<file path="config.mk">
export PLATFORM = sky130hd
export DESIGN_NAME = vga_fb_arbiter
export DESIGN_NICKNAME = d
export VERILOG_FILES = /design/src/rtl/vga_fb_pkg.sv /design/src/rtl/fb_prefetch_fifo.sv /design/src/rtl/vga_fb_arbiter.sv
export SDC_FILE = /design/constraint.sdc
export NUM_CORES = 1
export LEC_CHECK = 0
export ABC_AREA = 0
export ABC_CLOCK_PERIOD_IN_PS = 3020
export BUFFER_PORTS_ARGS = -buffer_cell sky130_fd_sc_hd__buf_2
export CORE_MARGIN = 8
export CORE_UTILIZATION = 53
export CTS_BUF_LIST = sky130_fd_sc_hd__clkbuf_8
export DETAILED_ROUTE_END_ITERATION = 10
export PLACE_DENSITY = 0.91
export RECOVER_POWER = 100
export REMOVE_ABC_BUFFERS = 1
export SKIP_CTS_REPAIR_TIMING = 1
export SLEW_MARGIN = 10
export SYNTH_ARGS = -nofsm -noshare
export SYNTH_HDL_FRONTEND = slang
export SYNTH_SLANG_ARGS = --single-unit
</file>
<file path="constraint.sdc">
create_clock -name clk -period 3.02 [get_ports clk]
set_clock_uncertainty 0.05 [all_clocks]
set_input_delay 0.302 -clock clk [delete_from_list [all_inputs] [get_ports clk]]
set_output_delay 0.302 -clock clk [all_outputs]
set_load 0.02 [all_outputs]
</file>
<file path="src/rtl/vga_fb_pkg.sv">
// Shared constants and arbiter state encoding for the VGA frame-buffer arbiter.
package vga_fb_pkg;

    localparam int unsigned DATA_W     = 12;
    localparam int unsigned ADDR_W     = 15;
    localparam int unsigned FB_WORDS   = 19200;
    localparam int unsigned FIFO_DEPTH = 8;
    localparam int unsigned LOW_WATER  = 4;

    typedef enum logic [1:0] {
        StIdle,
        StFetchWait,
        StCpuWait
    } arb_state_e;

endpackage

</file>
<file path="src/rtl/fb_prefetch_fifo.sv">
// Pixel prefetch FIFO: synchronous push/pop with flush; head is visible combinationally.
module fb_prefetch_fifo #(
    parameter int unsigned DATA_W = 12,
    parameter int unsigned DEPTH  = 8
) (
    input  logic                     i_clk,
    input  logic                     i_rst,
    input  logic                     i_flush,
    input  logic                     i_push,
    input  logic [DATA_W-1:0]        i_data,
    input  logic                     i_pop,
    output logic [DATA_W-1:0]        o_data,
    output logic [$clog2(DEPTH):0]   o_level,
    output logic                     o_empty,
    output logic                     o_full
);
    localparam int unsigned PTR_W = (DEPTH > 1) ? $clog2(DEPTH) : 1;

    logic [DATA_W-1:0] r_mem [DEPTH];
    logic [PTR_W-1:0]  r_wptr;
    logic [PTR_W-1:0]  r_rptr;
    logic [PTR_W:0]    r_level;
    logic              w_push;
    logic              w_pop;

    assign o_empty = (r_level == '0);
    assign o_full  = (r_level == (PTR_W+1)'(DEPTH));
    assign o_level = r_level;
    assign o_data  = r_mem[r_rptr];

    // Flush dominates both strobes so a discarded word can never land after the clear.
    assign w_push = i_push && !o_full && !i_flush;
    assign w_pop  = i_pop && !o_empty && !i_flush;

    always_ff @(posedge i_clk) begin
        if (w_push) begin
            r_mem[r_wptr] <= i_data;
        end
    end

    always_ff @(posedge i_clk) begin
        if (i_rst || i_flush) begin
            r_wptr  <= '0;
            r_rptr  <= '0;
            r_level <= '0;
        end else begin
            if (w_push) begin
                r_wptr <= r_wptr + 1'b1;
            end
            if (w_pop) begin
                r_rptr <= r_rptr + 1'b1;
            end
            case ({w_push, w_pop})
                2'b10:   r_level <= r_level + 1'b1;
                2'b01:   r_level <= r_level - 1'b1;
                default: r_level <= r_level;
            endcase
        end
    end

endmodule

</file>
<file path="src/rtl/vga_fb_arbiter.sv">
// Frame-buffer RAM arbiter: prefetches scanout pixels and interleaves Wishbone CPU accesses.
module vga_fb_arbiter #(
    parameter int unsigned DATA_W     = vga_fb_pkg::DATA_W,
    parameter int unsigned ADDR_W     = vga_fb_pkg::ADDR_W,
    parameter int unsigned FB_WORDS   = vga_fb_pkg::FB_WORDS,
    parameter int unsigned FIFO_DEPTH = vga_fb_pkg::FIFO_DEPTH,
    parameter int unsigned LOW_WATER  = vga_fb_pkg::LOW_WATER
) (
    input  logic              clk,
    input  logic              rst,
    input  logic              frame_start_i,
    input  logic              pix_rd_i,
    output logic [DATA_W-1:0] pix_data_o,
    output logic              pix_valid_o,
    output logic              underflow_o,
    input  logic              cpu_req_i,
    input  logic              cpu_we_i,
    input  logic [ADDR_W-1:0] cpu_adr_i,
    input  logic [DATA_W-1:0] cpu_dat_i,
    output logic [DATA_W-1:0] cpu_dat_o,
    output logic              cpu_ack_o,
    output logic [ADDR_W-1:0] ram_adr_o,
    output logic              ram_we_o,
    output logic [DATA_W-1:0] ram_dat_o,
    input  logic [DATA_W-1:0] ram_dat_i
);
    import vga_fb_pkg::*;

    localparam int unsigned LVL_W = $clog2(FIFO_DEPTH) + 1;

    arb_state_e        r_state;
    arb_state_e        w_state_next;
    logic [ADDR_W-1:0] r_fptr;
    logic              r_cpu_rd;
    logic              r_cpu_oor;
    logic [DATA_W-1:0] r_cpu_dat;
    logic              r_underflow;

    logic [LVL_W-1:0]  w_level;
    logic              w_empty;
    logic              w_full;
    logic [DATA_W-1:0] w_head;
    logic              w_fetch_ok;
    logic              w_fetch_go;
    logic              w_cpu_go;
    logic              w_cpu_in_range;
    logic              w_push;
    logic              w_pop;
    logic              w_ack;
    logic [DATA_W-1:0] w_cpu_rdata;

    // Only one RAM access is ever outstanding, so in IDLE nothing is in flight and the
    // level alone bounds the FIFO occupancy. A fetch is never started on a flush cycle.
    assign w_fetch_ok     = (32'(w_level) < FIFO_DEPTH) && (32'(r_fptr) < FB_WORDS)
                            && !frame_start_i;
    assign w_cpu_in_range = (32'(cpu_adr_i) < FB_WORDS);

    always_comb begin
        w_state_next = r_state;
        ram_adr_o    = '0;
        ram_we_o     = 1'b0;
        ram_dat_o    = '0;
        w_fetch_go   = 1'b0;
        w_cpu_go     = 1'b0;
        unique case (r_state)
            StIdle: begin
                if (!rst) begin
                    if (w_fetch_ok && ((32'(w_level) < LOW_WATER) || !cpu_req_i)) begin
                        ram_adr_o    = r_fptr;
                        w_fetch_go   = 1'b1;
                        w_state_next = StFetchWait;
                    end else if (cpu_req_i) begin
                        w_cpu_go     = 1'b1;
                        w_state_next = StCpuWait;
                        if (w_cpu_in_range) begin
                            ram_adr_o = cpu_adr_i;
                            ram_we_o  = cpu_we_i;
                            ram_dat_o = cpu_dat_i;
                        end
                    end
                end
            end
            StFetchWait: w_state_next = StIdle;
            StCpuWait:   w_state_next = StIdle;
            default:     w_state_next = StIdle;
        endcase
    end

    assign w_push      = (r_state == StFetchWait) && !frame_start_i;
    assign w_pop       = pix_rd_i && !w_empty && !frame_start_i;
    assign pix_valid_o = w_pop;
    assign pix_data_o  = w_pop ? w_head : '0;
    assign underflow_o = r_underflow;

    assign w_ack       = (r_state == StCpuWait);
    assign w_cpu_rdata = r_cpu_oor ? '0 : ram_dat_i;
    assign cpu_ack_o   = w_ack;
    assign cpu_dat_o   = (w_ack && r_cpu_rd) ? w_cpu_rdata : r_cpu_dat;

    always_ff @(posedge clk) begin
        if (rst) begin
            r_state     <= StIdle;
            r_fptr      <= '0;
            r_cpu_rd    <= 1'b0;
            r_cpu_oor   <= 1'b0;
            r_cpu_dat   <= '0;
            r_underflow <= 1'b0;
        end else begin
            r_state <= w_state_next;
            if (frame_start_i) begin
                r_fptr <= '0;
            end else if (w_fetch_go) begin
                r_fptr <= r_fptr + 1'b1;
            end
            if (w_cpu_go) begin
                r_cpu_rd  <= !cpu_we_i;
                r_cpu_oor <= !w_cpu_in_range;
            end
            if (w_ack && r_cpu_rd) begin
                r_cpu_dat <= w_cpu_rdata;
            end
            if (frame_start_i) begin
                r_underflow <= 1'b0;
            end else if (pix_rd_i && w_empty) begin
                r_underflow <= 1'b1;
            end
        end
    end

    fb_prefetch_fifo #(
        .DATA_W (DATA_W),
        .DEPTH  (FIFO_DEPTH)
    ) u_fifo (
        .i_clk   (clk),
        .i_rst   (rst),
        .i_flush (frame_start_i),
        .i_push  (w_push),
        .i_data  (ram_dat_i),
        .i_pop   (w_pop),
        .o_data  (w_head),
        .o_level (w_level),
        .o_empty (w_empty),
        .o_full  (w_full)
    );

endmodule

</file>
# Yosys cells after proc, flatten, opt, wreduce, memory -nomap -nowiden
# Memory sizes are Yosys's and may differ from the RTL's. A register that Yosys moved wholly into a read port is not among the register bits.
# Cells that the tools add are included.
[word_totals] word_cells=85 ff_bits=42 n_memories=1 latchBits=0 romBits=0 inputBits=45 output_inout_bits=55 ramBits=96
[op_classes] shifts=0 bitwise_logic=1 div_mod_pow=0 multipliers=0 mux=32 n_addsub=5 eq_ne=5 magnitude_cmp=4 reduce_logical=27
[memory_table] memory="u_fifo.r_mem" words=8 width=12 read_ports=1 rd_clocked_by_memory_dff=1 write_ports=1 line="fb_prefetch_fifo.sv:19" rtl="logic [DATA_W-1:0] r_mem [DEPTH];"
[ops] cell="12-bit two-way mux" count=8
[ops] cell="15-bit two-way mux" count=5
[ops] cell="15-bit < comparator (second input constant)" count=2
[ops] cell="1-bit two-way mux" count=16
[ops] cell="15-bit by 1-bit adder with 15-bit output (second input constant)" count=1
[ops] cell="1-bit logical AND" count=12
[ops] cell="4-bit one-hot mux with 2 select lines" count=1
[ops] cell="3-bit by 1-bit adder with 3-bit output (second input constant)" count=2
[ops] cell="1-bit zero test" count=6
[ops] cell="3-bit two-way mux" count=2
[ops] cell="4-bit by 1-bit adder with 4-bit output (second input constant)" count=1
[ops] cell="2-bit by 1-bit equality test with 1-bit output (second input constant)" count=2
[ops] cell="2-bit equality test (second input constant)" count=2
[ops] cell="4-bit equality test (second input constant)" count=1
[ops] cell="4-bit zero test" count=1
[ops] cell="4-bit by 3-bit < comparator with 1-bit output (second input constant)" count=1
[ops] cell="4-bit < comparator (second input constant)" count=1
[ops] cell="2-bit nonzero test" count=2
[ops] cell="2-bit OR reduction" count=2
[ops] cell="4-bit by 1-bit subtractor with 4-bit output (second input constant)" count=1
[ops] cell="3-bit OR reduction" count=1
[ops] cell="2-bit zero test" count=1
[ops] cell="1-bit logical OR" count=2
[ops] cell="1-bit NOT" count=1

# Logic depth before layout (Yosys ltp)
# Gate-level depths: netlist of the first run.
[depth] word_depth=8 ltp_mapped=13 mapped_depth_nobuf=10

# Cells and area by module
# Synthesis of the first run repeated with hierarchy kept, for this count alone.
[unflattened] cells_unflattened=437 area_unflattened_um2=6253.5
[by_module_without_submodules] module="fb_prefetch_fifo" seq_area_each_um2=3143.0 cells_per_inst=219 n_inst=1 area_per_inst_um2=4403.0
[by_module_without_submodules] module="vga_fb_arbiter" seq_area_each_um2=640.6 cells_per_inst=218 n_inst=1 area_per_inst_um2=1850.5

# Worst setup path before layout of the first run
# Ideal clock, no wire load.
[synth_timing] path_type="reg-to-reg" start="register u_fifo.r_level[1], in the netlist u_fifo.o_level[1]" end="register u_fifo.r_level[2], in the netlist u_fifo.o_level[2]" path_stages_with_launch=14 synth_period_minus_slack_ns=2.940 slack_ns=0.080 t_required_ns=2.899 path_buffers=3 setup_ns=0.071 arrival_time_ns=2.819 cell_sequence="dfxtp_1 clkbuf_1 o41ai_2 or2_2 clkbuf_1 clkbuf_1 inv_1 ha_1 xor2_1 ha_1 a21oi_1 xor2_1 or3_1 a21oi_1"
[synth_between] elab_chain_cells=8 word_cells_on_any_way=16 cone_classes="add/sub (2); eq/ne (3); mux (1); reduce/logical (10)"
[synth_rtl] item="start, declared" line="fb_prefetch_fifo.sv:22" rtl="logic [PTR_W:0] r_level;"
[synth_rtl] item="start signal, assigned" line="fb_prefetch_fifo.sv:54" rtl="2'b10: r_level <= r_level + 1'b1;"
[synth_rtl] item="start signal, assigned" line="fb_prefetch_fifo.sv:55" rtl="2'b01: r_level <= r_level - 1'b1;"
[synth_rtl] item="start signal, assigned" line="fb_prefetch_fifo.sv:56" rtl="default: r_level <= r_level;"
[synth_rtl] item="4-bit zero test *" line="fb_prefetch_fifo.sv:26" rtl="assign o_empty = (r_level == '0);"
[synth_rtl] item="1-bit zero test *" line="fb_prefetch_fifo.sv:33, vga_fb_arbiter.sv:90"
[synth_rtl] item="1-bit logical AND (2 in a row)" line="vga_fb_arbiter.sv:90" rtl="assign w_pop = pix_rd_i && !w_empty && !frame_start_i;"
[synth_rtl] item="1-bit logical AND * (2 in a row)" line="fb_prefetch_fifo.sv:33" rtl="assign w_pop = i_pop && !o_empty && !i_flush;"
[synth_rtl] item="via u_fifo.w_pop" line="fb_prefetch_fifo.sv:24" rtl="logic w_pop;"
[synth_rtl] item="2-bit by 1-bit equality test with 1-bit output / 2-bit equality test (equally long branches)" line="fb_prefetch_fifo.sv:53" rtl="case ({w_push, w_pop})"
[synth_rtl] item="4-bit one-hot mux with 2 select lines / 2-bit nonzero test (equally long branches)"
# The timed path passes the listed nets; every way through them passes the cells marked *.
# A chain may end at the register's enable or synchronous reset.

# Final worst setup path of the first run
[layout_timing] start="register u_fifo.r_level[3], in the netlist u_fifo.o_level[3]" end="register u_fifo.r_level[2], in the netlist u_fifo.o_level[2]"
# The elaborated chain is that of the path after synthesis.

==> run summary, run 1 <==
The effective utilization at floorplan is 0.535. The Yosys step of the flow raised 0 warnings. The sum of internal, switching and leakage power is 3800 uW. The highest ir drop seen on vdd is 290 uV. The number of instances in the synthesized netlist came out at 444. The chip width came out at 123 microns. The net switching share of the total power came out at 0.223. The number of global-route vias before repair was between 4,000 and 5,000. The share of total power dissipated in the clock network is 0.414. The sequential-to-total area share from yosys stat is 0.627. The smallest setup slack after layout came out at 0.265 ns.

At the worst endpoint, the required time is 3.33 ns. For this run, design rule violations remaining after detail routing come to 0. The number of levels the H-tree was split into came out at 4. The overall overflow remaining after global route is 0. The largest net degree at the start of global routing is 26. The number of failing setup endpoints in the final timing report came out at 0. The number of maximum-capacitance violations is 0. Of the available clock period, the critical path in the final layout requires 0.912.

The detailed-router iteration count before antenna repair is 5. The worst path arrival time came out at 3.06 ns. The relative contribution of sequential cells to total power is 0.546. TritonCTS built the clock tree. The flow ran to the end, and the final reports show no timing, DRC or antenna violations. The min-delay analysis places its worst path in the category input port to flip-flop. The final antenna diode count came out at 0. The internal power consumption is about 3000 uW. The final-report hold violation count came to 0. The cell type with the largest total area after synthesis is edfxtp_1.

Detailed placement finished with a half-perimeter wire length of approximately 9500 microns. The die covers ~0.015 sq mm. The worst-case headroom to the max-slew limit came out at 0.396.

The net count reported at finish is roughly 600. The dominant synthesized flop cell is edfxtp_1. Derived from the worst setup path, the maximum achievable clock frequency is 0.363 GHz. The worst setup slack before clock tree synthesis is 0.428 ns. Synthesis inferred 141 register bits. The I/O pin total is 100.

The detailed router finished its first iteration with 402 violations. The wire length per cell is just under 20 microns. The placer's final routability congestion estimate is 0.894. Setup repair after global routing left no endpoint under its margin.

At the later pin of the worst-skew pair, clock insertion delay measures 0.43 ns. The core box area is 0.0113 sq mm. The root buffer cell is clkbuf_8. The number of slew-limit violations in the final report is 0. The area share of the leading cell type in the synthesized netlist is 0.478. The final critical-path required period came out at between 2 and 3 ns. The chip height is 123 microns. The post-synthesis instance area came out at 0.00603 sq mm. The worst setup path is launched from a flip-flop.

The wire length of the first global-routing pass is about 22,000 microns. The path type of the worst setup path is flip-flop to flip-flop. The total vias in the final route is between 4,000 and 5,000.

The port buffer count came out at approximately 100. The power spent charging and discharging nets is 849 uW. Along the worst path, the maximum fanout reaches 7. The worst setup path is captured at a flip-flop. The initial antenna violation count came out at 0.

The summed negative setup slack over all endpoints came out at 0 ns. The setup check on the worst reg-to-reg path leaves a slack of between 0.2 and 0.3 ns. The largest buffer count on any clock path is 2. In the final layout, the share of cells above drive strength 1 is 0.182.

The remaining antenna violation count came out at 0. The number of core rows came out at 39. The final wirelength came out at 14,000 microns. Clock tree synthesis found a total of 141 sinks. The total clock buffers created by CTS is 17. The fill cell total of the finished layout came out at 853. The total power per unit cell area is approximately 540 mW/mm^2. The slew at the pin closest to its max-slew limit came out at 0.906 ns.

The share of total power dissipated in combinational logic is 0.040. In the global route stage, overall resource usage came out at 0.193. For this design the static power due to leakage is 0.00234 uW. The number of distinct standard cells referenced by the synthesized netlist is 48. The final core area utilization is 0.621. The count of flip-flops with a built-in enable after synthesis is 96. The clock transition at the registers of the reported paths came out at 0.08 ns.

After synthesis, the cell types taking the most area are edfxtp_1, dfxtp_1, mux4_2, mux2i_1, nor2_1. The mean instance size in the synthesized netlist came out at 13.6 sq um. The share of flip-flops with an asynchronous set or reset is 0. The post-synthesis to final-layout area growth came out at 16.0%.

The average vias per placed instance is 5.84.
[sequential cells by signal, summed over array words and instances (netlist names), named ones only]
register        cells
r_cpu_dat          12
r_cpu_oor           1
r_cpu_rd            1
r_fptr             15
r_state             2
u_fifo.o_level      4
u_fifo.r_mem       96
u_fifo.r_rptr       3
u_fifo.r_wptr       3
underflow_o         1
[worst max-delay path: stages, from the launching register on]
cell and delay [ns]:
dfxtp_1 0.37, o41ai_1 0.38, clkbuf_1 0.24, or2_2 0.17, inv_1 0.06, ha_1 0.26
xor2_1 0.17, ha_1 0.20, a21oi_1 0.19, xor2_1 0.12, or3_1 0.32, a21oi_1 0.14
[per-layer routing]
layer  wire, microns  share of wire  track usage
met1            5740           0.41        0.230
met2            7030           0.50        0.328
met3            1080          0.077       0.0566
met4             176          0.013       0.0640
met5               0              0            0
[through the flow]
stage	instance area [sq um]	hold WS [ns]	instances
floorplan	5930	0.324	419
global placement	6720	0.414	677
detailed placement	6720	0.427	677
CTS	7140	0.00893	709
global route	7000	0.0252	709
finish	7000	0.0328	709
[layout make-up]
class | instances | area [sq um] | share of cell area
Multi-Input combinational cell | 269 | 2100 | 0.299
Clock buffer | 17 | 234 | 0.0334
Timing Repair Buffer | 115 | 493 | 0.0704
Clock inverter | 15 | 181 | 0.0259
Sequential cell | 141 | 3780 | 0.540
Inverter | 9 | 33.8 | 0.00483
Tap cell | 143 | 179 | 0.0256
[cell usage in the layout, fill, tap and decap left out, drive strengths merged, types with 12 or more instances in the layout]
cell type  netlist  layout
and2            14      14
buf              9      41
mux2i           17      17
edfxtp          96      96
nand2b          17      17
nor2            32      32
nand2           24      24
inv              9      18
mux4            24      24
dfxtp           45      45
nor2b           14      14
a22o            12      12
o21ai           19      19
a21oi           18      18
clkbuf          16      91
[synth_stat cells, types with 3 or more instances]
library cell,number
nand2b_1,17
buf_1,3
nor2_1,32
or4_1,8
o31ai_1,9
and2_1,14
inv_1,9
mux2i_1,17
a22o_1,12
dfxtp_1,45
mux4_2,24
buf_2,5
o21ai_0,19
a21oi_1,18
edfxtp_1,96
xor2_1,4
nand3_1,11
nand2_1,24
clkbuf_1,16
nor2b_1,14
nor3_1,4
ha_1,6
or3_1,3
[cells by family after synthesis]
kind of cell | share of synthesized area
simple gates | 0.125
flops | 0.627
compound gates | 0.0852
mux | 0.118
buf+inv | 0.0234
xor+xnor | 0.00871
fa+ha+maj | 0.0124
[path summary, 6_finish.rpt]
check,start,to,cells after the start
worst max register to register,u_fifo.o_level[3],u_fifo.o_level[2],11
worst min register to register,underflow_o,underflow_o,2
worst min-delay path,cpu_we_i,r_cpu_rd,2
worst max-delay path,u_fifo.o_level[3],u_fifo.o_level[2],11
[power by group through the flow]
| stage | logic [uW] | registers, uW | clock network, uW |
|---|---|---|---|
| 2_1_floorplan | 73.2 | 2120 | 0 |
| 3_3_place_gp | 152 | 2120 | 0 |
| 3_5_place_dp | 159 | 2120 | 0 |
| 4_1_cts | 160 | 2080 | 1590 |
| 5_1_grt | 165 | 2080 | 1680 |
| 6_report | 152 | 2080 | 1570 |
(Power assumes the default switching activity.)
==> inputs of run 2 (changes only) <==
--- a/config.mk
+++ b/config.mk
@@ -6,13 +6,15 @@
 export NUM_CORES = 1
 export LEC_CHECK = 0
 export ABC_AREA = 0
-export ABC_CLOCK_PERIOD_IN_PS = 3020
+export ABC_CLOCK_PERIOD_IN_PS = 2400
 export BUFFER_PORTS_ARGS = -buffer_cell sky130_fd_sc_hd__buf_2
+export CELL_PAD_IN_SITES_DETAIL_PLACEMENT = 0
+export CELL_PAD_IN_SITES_GLOBAL_PLACEMENT = 2
 export CORE_MARGIN = 8
-export CORE_UTILIZATION = 53
+export CORE_UTILIZATION = 36
 export CTS_BUF_LIST = sky130_fd_sc_hd__clkbuf_8
 export DETAILED_ROUTE_END_ITERATION = 10
-export PLACE_DENSITY = 0.91
+export PLACE_DENSITY = 0.9
 export RECOVER_POWER = 100
 export REMOVE_ABC_BUFFERS = 1
 export SKIP_CTS_REPAIR_TIMING = 1
==> constraint.sdc (replaced) <==
create_clock -name clk -period 2.4 [get_ports clk]
set_clock_uncertainty 0.05 [all_clocks]
set_input_delay 0.24 -clock clk [delete_from_list [all_inputs] [get_ports clk]]
set_output_delay 0.24 -clock clk [all_outputs]
set_load 0.02 [all_outputs]
==> run 2 against run 1 <==
- wire length rose by 0.61%
- first-iteration DRC count fell by 38%
- via count barely moved
- final cell count rose by 15%
- critical path depth did not move
- sequential cell count did not move
- maximum frequency rose by 16%
- clock power rose by 21%
- combinational power rose by 46%
- global-route usage fell by 6.2 points
- setup slack got worse by 0.24 ns
- sequential share of layout area fell by 4.0 points
- critical endpoint unchanged
- highest routed layer unchanged
==> run summary, run 2 (synthesized netlist as in run 1, its figures left out) <==
The run finished with clean final reports. The worst min-delay path category is input port to flip-flop. The critical path goes through buf_6 -> o41ai_4 -> or2_4 -> inv_2 -> ha_4 -> xor2_2 -> ha_2 -> a21oi_2 -> xor2_1 -> or3_1 -> a21oi_2. The register-to-register setup slack came out at 0.02 ns (-0.24 ns).

The total instance count after detailed placement came out at 770 (+14%). The global routing usage on met2 came out at 0.211 (-0.117). The fmax was 0.420 GHz (+16%). The initial antenna violation count is 0 (unchanged). The power spent charging and discharging nets is 1160 uW (+37%). The total power per unit cell area came out at 624 mW/mm^2 (+15%). The number of flip-flops under the largest register name came out at 96 (unchanged). The top cell types in the final layout, fill and taps aside, are edfxtp_1, buf_2, buf_4. The internal power consumption came out at 3560 uW (+21%).

The fraction of met1 tracks used by global routing is 0.155 (-0.0750). The static leakage power is 0.00276 uW (+18%). The number of levels the H-tree was split into is 4 (unchanged). The part of the power in the clock network is 0.401 (-0.013).

The slowest stage of the critical path is the o41ai_4 cell. The number of sinks driven by the clock tree came out at 141 (unchanged). met2 is the most crowded layer. The largest net degree at the start of global routing is 25 (-3.8%). The core box area came out at 0.0165 sq mm (+46%). The overall die area is 0.0212 sq mm (+41%). The final antenna diode count is 0 (unchanged). STA classifies the critical path endpoint as a flip-flop. The final core area utilization is 0.460 (-0.161). The slew at the pin closest to its max-slew limit is 0.518 ns (-0.388 ns). The required time at the endpoint of the critical path was 2.72 ns (-0.61 ns). The sequential cell area was 0.00379 sq mm (+0.23%). Among the stages of the critical path, the cell type that occurs most often is a21oi_2. Setup repair after global routing could not meet its margin everywhere.

The final wirelength came out at 14,100 microns (+0.61%). The final critical-path required period is 2.38 ns (-0.377 ns). The part of the power in combinational logic is 0.047 (+0.007).

The number of core rows came out at 47 (+21%). The post-synthesis to final-layout area growth came out at 25.5%. The worst path arrival time is 2.70 ns (-0.36 ns). The DRC violation count after routing was 0 (unchanged). TritonCTS built the clock tree. The final-report hold violation count came out at 0 (unchanged).

The placer's final routability congestion estimate is 0.784 (-12%). The global router's overall resource usage was 0.131 (-0.0620). The critical path starts at u_fifo.o_level[2]. The highest ir drop seen on vdd is 400 uV (+38%). The overall overflow remaining after global route came out at 0 (unchanged). The net switching share of the total power came out at 0.246 (+0.0230).

The wire length per cell is 17.3 microns (-13%). Following the worst setup path forward leads to its endpoint at u_fifo.o_level[2]. The cell count along the critical path is 11 (unchanged). The number of slew-limit violations in the final report is 0 (unchanged). The I/O pin total came out at 100 (unchanged). The total clock buffers created by CTS is 17 (unchanged). The relative contribution of sequential cells to total power is 0.552 (+0.006). The remaining antenna violation count came out at 0 (unchanged).

Leaving out fill and tap cells, the most frequent cell in the layout is edfxtp_1. The number of buffer and inverter instances along the worst setup path is 2 (unchanged). The effective utilization at floorplan is 0.366 (-0.169).

The worst reg-to-reg path cell count is 11 (unchanged). The startpoint kind of the worst setup timing path is a flip-flop. The fraction of final layout cells sized beyond drive strength 1 was 0.352 (+0.170). The largest registers in the layout are u_fifo.r_mem (96), r_fptr (15), r_cpu_dat (12).

The clock transition at the registers of the reported paths was 0.08 ns (about the same). The number of maximum-capacitance violations is 0 (unchanged). The number of DRC markers after the initial detailed-route iteration came out at 250 (-38%). In this run the clock root is driven by a clkbuf_8. The met3 routing resource usage after global routing came out at 0.0538 (-0.00278). The number of global-route vias before repair came out at 4,074 (-6.6%).

The detailed-router iteration count before antenna repair came out at 5 (unchanged). The chip width came out at 145 microns (+19%). The footprint of the multi-input gates is 0.00217 sq mm (+3.7%). The share of the cycle needed by the critical path after routing is 0.991 (+0.0787).

The register with the most flip-flops in the final layout is u_fifo.r_mem. The startpoint of the lowest-slack register-to-register path is u_fifo.o_level[2]. The peak per-stage delay on the critical path came out at 0.38 ns (about the same).

The number of standard cells in the layout, taps in and fillers out is 817 (+15%). The worst register-to-register path ends at u_fifo.o_level[2]. The total vias in the final route came out at 4,143 (+0.024%). The wire length of the first global-routing pass is 21,600 microns (-2.5%). The net count reported at finish came out at 635 (+5.1%). Among cell families on the critical path, the largest total delay comes from compound AO/OA/AOI/OAI gates. The worst-case headroom to the max-slew limit is 0.646 (+0.250). The fill cell total of the finished layout was 1,505 (+76%). By startpoint and endpoint, the worst setup path is classified as flip-flop to flip-flop. The total half-perimeter wirelength after legalization and detailed placement is 9650 microns (+1.3%).

The number of failing setup endpoints in the final timing report is 0 (unchanged). The clock latency at the later pin of the worst-skew pair came out at 0.45 ns (+0.02 ns). The average vias per placed instance came out at 5.07 (-13%). The largest buffer count on any clock path is 2 (unchanged). The chip height was 145 microns (+19%). The worst-path maximum fanout is 3 (-4). The port buffer count is 99 (unchanged).
-- run 2: layer usage --
| metal | share of wire | wire [microns] |
|---|---|---|
| met1 | 0.43 | 6050 |
| met2 | 0.48 | 6750 |
| met3 | 0.082 | 1160 |
| met4 | 0.012 | 164 |
| met5 | 0 | 0 |
-- run 2: power by group through the flow --
stage                     clock (uW)  sequential [uW]  combinational [uW]
after detailed placement           0             2670                 214
after floorplan                    0             2670                92.1
after global routing            2040             2610                 243
after global placement             0             2660                 209
after CTS                       1940             2610                 215
final                           1900             2610                 222
-- run 2: through the flow --
step	instance area, sq um	total power, uW	hold slack (ns)	setup slack [ns]	setup TNS, ns
global route	7570	4900	0.0471	-0.112	-0.474
CTS	7350	4770	-0.0775	-0.388	-7.38
global placement	6950	2870	0.405	-0.0662	-0.0662
floorplan	5930	2760	0.262	-0.161	-2.98
detailed placement	6950	2880	0.414	-0.0913	-0.879
finish	7570	4730	0.0439	0.0219	0
-- run 2: area by class of cell --
cell class	count	share of cell area
Clock inverter	15	0.0221
Inverter	9	0.00446
Tap cell	220	0.0364
Multi-Input combinational cell	269	0.287
Timing Repair Buffer	146	0.118
Sequential cell	141	0.501
Clock buffer	17	0.0309
-- run 2: worst register-to-register path: cells and delay by family, from the launching register on --
kind            cells  cell delay [ns]
simple gates        2             0.57
fa+ha+maj           2             0.33
flops               1             0.34
xor+xnor            2             0.23
buf+inv             2             0.17
compound gates      3             0.62
-- run 2: worst min-delay path by stage --
stage / start / end / slack, ns / depth (start not counted)
6_report: pix_rd_i / underflow_o / 0.04 / 3
4_1_cts: cpu_we_i / r_cpu_rd / -0.08 / 2
2_1_floorplan: rst / r_cpu_dat[0] / 0.26 / 1
3_5_place_dp: cpu_we_i / r_cpu_rd / 0.41 / 2
5_1_grt: pix_rd_i / underflow_o / 0.05 / 3
3_3_place_gp: underflow_o / underflow_o / 0.40 / 2
==> inputs of run 3 (changes only) <==
--- a/config.mk
+++ b/config.mk
@@ -6,7 +6,7 @@
 export NUM_CORES = 1
 export LEC_CHECK = 0
 export ABC_AREA = 0
-export ABC_CLOCK_PERIOD_IN_PS = 2400
+export ABC_CLOCK_PERIOD_IN_PS = 2050
 export BUFFER_PORTS_ARGS = -buffer_cell sky130_fd_sc_hd__buf_2
 export CELL_PAD_IN_SITES_DETAIL_PLACEMENT = 0
 export CELL_PAD_IN_SITES_GLOBAL_PLACEMENT = 2
==> constraint.sdc (replaced) <==
create_clock -name clk -period 2.05 [get_ports clk]
set_clock_uncertainty 0.05 [all_clocks]
set_input_delay 0.205 -clock clk [delete_from_list [all_inputs] [get_ports clk]]
set_output_delay 0.205 -clock clk [all_outputs]
set_load 0.02 [all_outputs]
==> run 3 against run 2 <==
- the run now ends with setup timing left
- clock power is 11% higher
- sequential power is 17% higher
- wire length rose by 7.6%
- die area unchanged
- sequential share of layout area fell by 3.4 points
- setup slack worse by 0.31 ns
- total power increased by 16%
- critical endpoint is now ram_adr_o[9]
==> run summary, run 3 (synthesized netlist as in run 1, its figures left out) <==
The number of buffer and inverter instances along the worst setup path came out at 3 (+1). The number of core rows came to 47 (unchanged). The largest buffer count on any clock path is 2 (unchanged). The fraction of final layout cells sized beyond drive strength 1 is 0.424 (+0.0726). The chip height is 145 microns (unchanged). The final wirelength came out at 15,200 microns (+7.6%).

The initial antenna violation count was 0 (unchanged). The number of flip-flops under the largest register name was 96 (unchanged). The slowest stage of the critical path belongs to the cell dfxtp_4.

The number of sinks driven by the clock tree came out at 141 (unchanged). The effective utilization at floorplan is 0.366 (unchanged). The placer's final routability congestion estimate came out at 0.776 (-1.1%). The worst setup path is launched from a flip-flop. The summed negative setup slack over all endpoints is -7.72 ns (-7.72 ns). The fmax is 0.428 GHz.

The total vias in the final route came out at 4,232 (+2.1%). The DRC violation count after routing is 0 (unchanged). The total clock buffers created by CTS was 17 (unchanged). For the finished layout, the period the worst path requires is 2.34 ns. The number of levels the H-tree was split into is 4 (unchanged). The part of the power in the clock network came out at 0.385 (-0.016). The slew at the pin closest to its max-slew limit is 0.560 ns (+0.0428 ns).

The tightest min-delay check is of the input port to flip-flop type. The average vias per placed instance came out at 5.11 (+0.79%). The overall overflow remaining after global route came out at 0 (unchanged). The wire length per cell came out at 18.3 microns (+6.2%). The peak per-stage delay on the critical path is 0.37 ns (about the same).

Setup repair after global routing could not meet its margin everywhere. The overall die area came to 0.0212 sq mm (unchanged). The detailed-router iteration count before antenna repair came out at 4 (-1). TritonCTS built the clock tree. The library cells used most frequently in the layout, excluding fill and tap cells, are edfxtp_1, buf_2, buf_4. The worst-path maximum fanout came out at 8 (+5). The largest registers in the layout are u_fifo.r_mem (96), r_fptr (15), r_cpu_dat (12).

The post-synthesis to final-layout area growth is 35.0%. The smallest setup slack after layout was -0.285 ns (-0.307 ns). The power spent charging and discharging nets came out at 1260 uW (+8.6%). The static leakage power came out at 0.00292 uW (+5.7%). The clock transition at the registers of the reported paths is 0.08 ns (about the same). The setup path with the least slack is of type flip-flop to output port. The critical path goes through buf_6 -> a211oi_4 -> o211ai_1 -> nor2_2 -> buf_6 -> a22o_1 -> buf_6. The relative contribution of sequential cells to total power came out at 0.558 (+0.006). The final reports fail on setup timing. The largest net degree at the start of global routing came out at 27 (+8.0%). The port buffer count is 99 (unchanged). The worst path arrival time is 2.08 ns (-0.62 ns). Grouping stages by cell kind, the critical path spends the most delay in compound AO/OA/AOI/OAI gates.

The register with the most flip-flops in the final layout is u_fifo.r_mem. The number of global-route vias before repair is 4,353 (+6.8%). The number of DRC markers after the initial detailed-route iteration is 217 (-13%). The required time at the endpoint of the critical path is 1.79 ns (-0.93 ns). The final antenna diode count is 0 (unchanged). The net count reported at finish came out at 646 (+1.7%). The net switching share of the total power is 0.231 (-0.0154). The root buffer cell chosen for the clock tree is clkbuf_8. The number of slew-limit violations in the final report was 0 (unchanged).

The total half-perimeter wirelength after legalization and detailed placement came out at 9750 microns (+0.99%). The global router's overall resource usage came out at 0.135 (+0.00377). The worst-case headroom to the max-slew limit is 0.626 (-0.0196). The run finished, with violations left.

The clock latency at the later pin of the worst-skew pair is 0.43 ns (-0.02 ns). In the finished design, the share of the clock period the worst path needs comes to 1.14. The total power per unit cell area is 672 mW/mm^2 (+7.6%).

The remaining antenna violation count came out at 0 (unchanged). The number of maximum-capacitance violations was 0 (unchanged). The chip width was 145 microns (unchanged).

The category of the worst setup path capture point is an output port. The internal power consumption came to 4210 uW (+18%). The final worst hold slack is 0.103 ns (+0.0588 ns).

The number of failing setup endpoints in the final timing report is 50 (+50). The wire length of the first global-routing pass is 22,300 microns (+3.3%). The final-report hold violation count was 0 (unchanged).

The I/O pin total is 100 (unchanged). The highest ir drop seen on vdd is 437 uV (+9.4%). The most prevalent standard cell on the critical path is buf_6.

The part of the power in combinational logic is 0.057 (+0.010). The core box area came out at 0.0165 sq mm (unchanged). Leaving out fill and tap cells, the most frequent cell in the layout is edfxtp_1.
## run 3: area by class of cell
class	count	area [sq um]
Inverter	9	33.8
Clock inverter	13	115
Clock buffer	19	262
Sequential cell	141	3800
Fill cell	1456	8320
Multi-Input combinational cell	269	2360
Tap cell	220	275
Timing Repair Buffer	157	1300
## run 3: final timing paths
kind | startpoint | to | slack [ns] | depth (start not counted)
worst min-delay path | ram_dat_i[10] | u_fifo.r_mem[5][10] | 0.10 | 1
worst max-delay path | u_fifo.o_level[2] | ram_adr_o[9] | -0.29 | 7
worst max register to register | u_fifo.o_level[3] | u_fifo.o_level[2] | -0.22 | 10
worst min register to register | underflow_o | underflow_o | 0.42 | 2
## run 3: per-layer routing
| metal | vias up | GRT usage | part of all wire |
|---|---|---|---|
| met1 | 2094 | 0.159 | 0.42 |
| met5 | - | 0 | 0 |
| met2 | 132 | 0.221 | 0.50 |
| met4 | 0 | 0.0505 | 0.016 |
| li1 | 1986 | - | - |
| met3 | 20 | 0.0476 | 0.065 |
## run 3: metrics by stage
stage / power [uW] / utilization / area (sq um) / cells / setup slack (ns)
global placement: 3370 / 0.430 / 7080 / 778 / -0.131
floorplan: 3230 / - / 5930 / 419 / -0.511
finish: 5470 / 0.495 / 8150 / 828 / -0.285
global route: 5690 / 0.495 / 8150 / 828 / -0.392
CTS: 5480 / 0.453 / 7460 / 810 / -0.400
detailed placement: 3380 / 0.430 / 7080 / 778 / -0.265
## run 3: power by group through the flow
stage | sequential [uW] | clock, uW | combinational, uW
after global routing | 3050 | 2290 | 339
final | 3050 | 2110 | 314
after global placement | 3120 | 0 | 254
after CTS | 3050 | 2160 | 263
after floorplan | 3120 | 0 | 108
after detailed placement | 3120 | 0 | 261
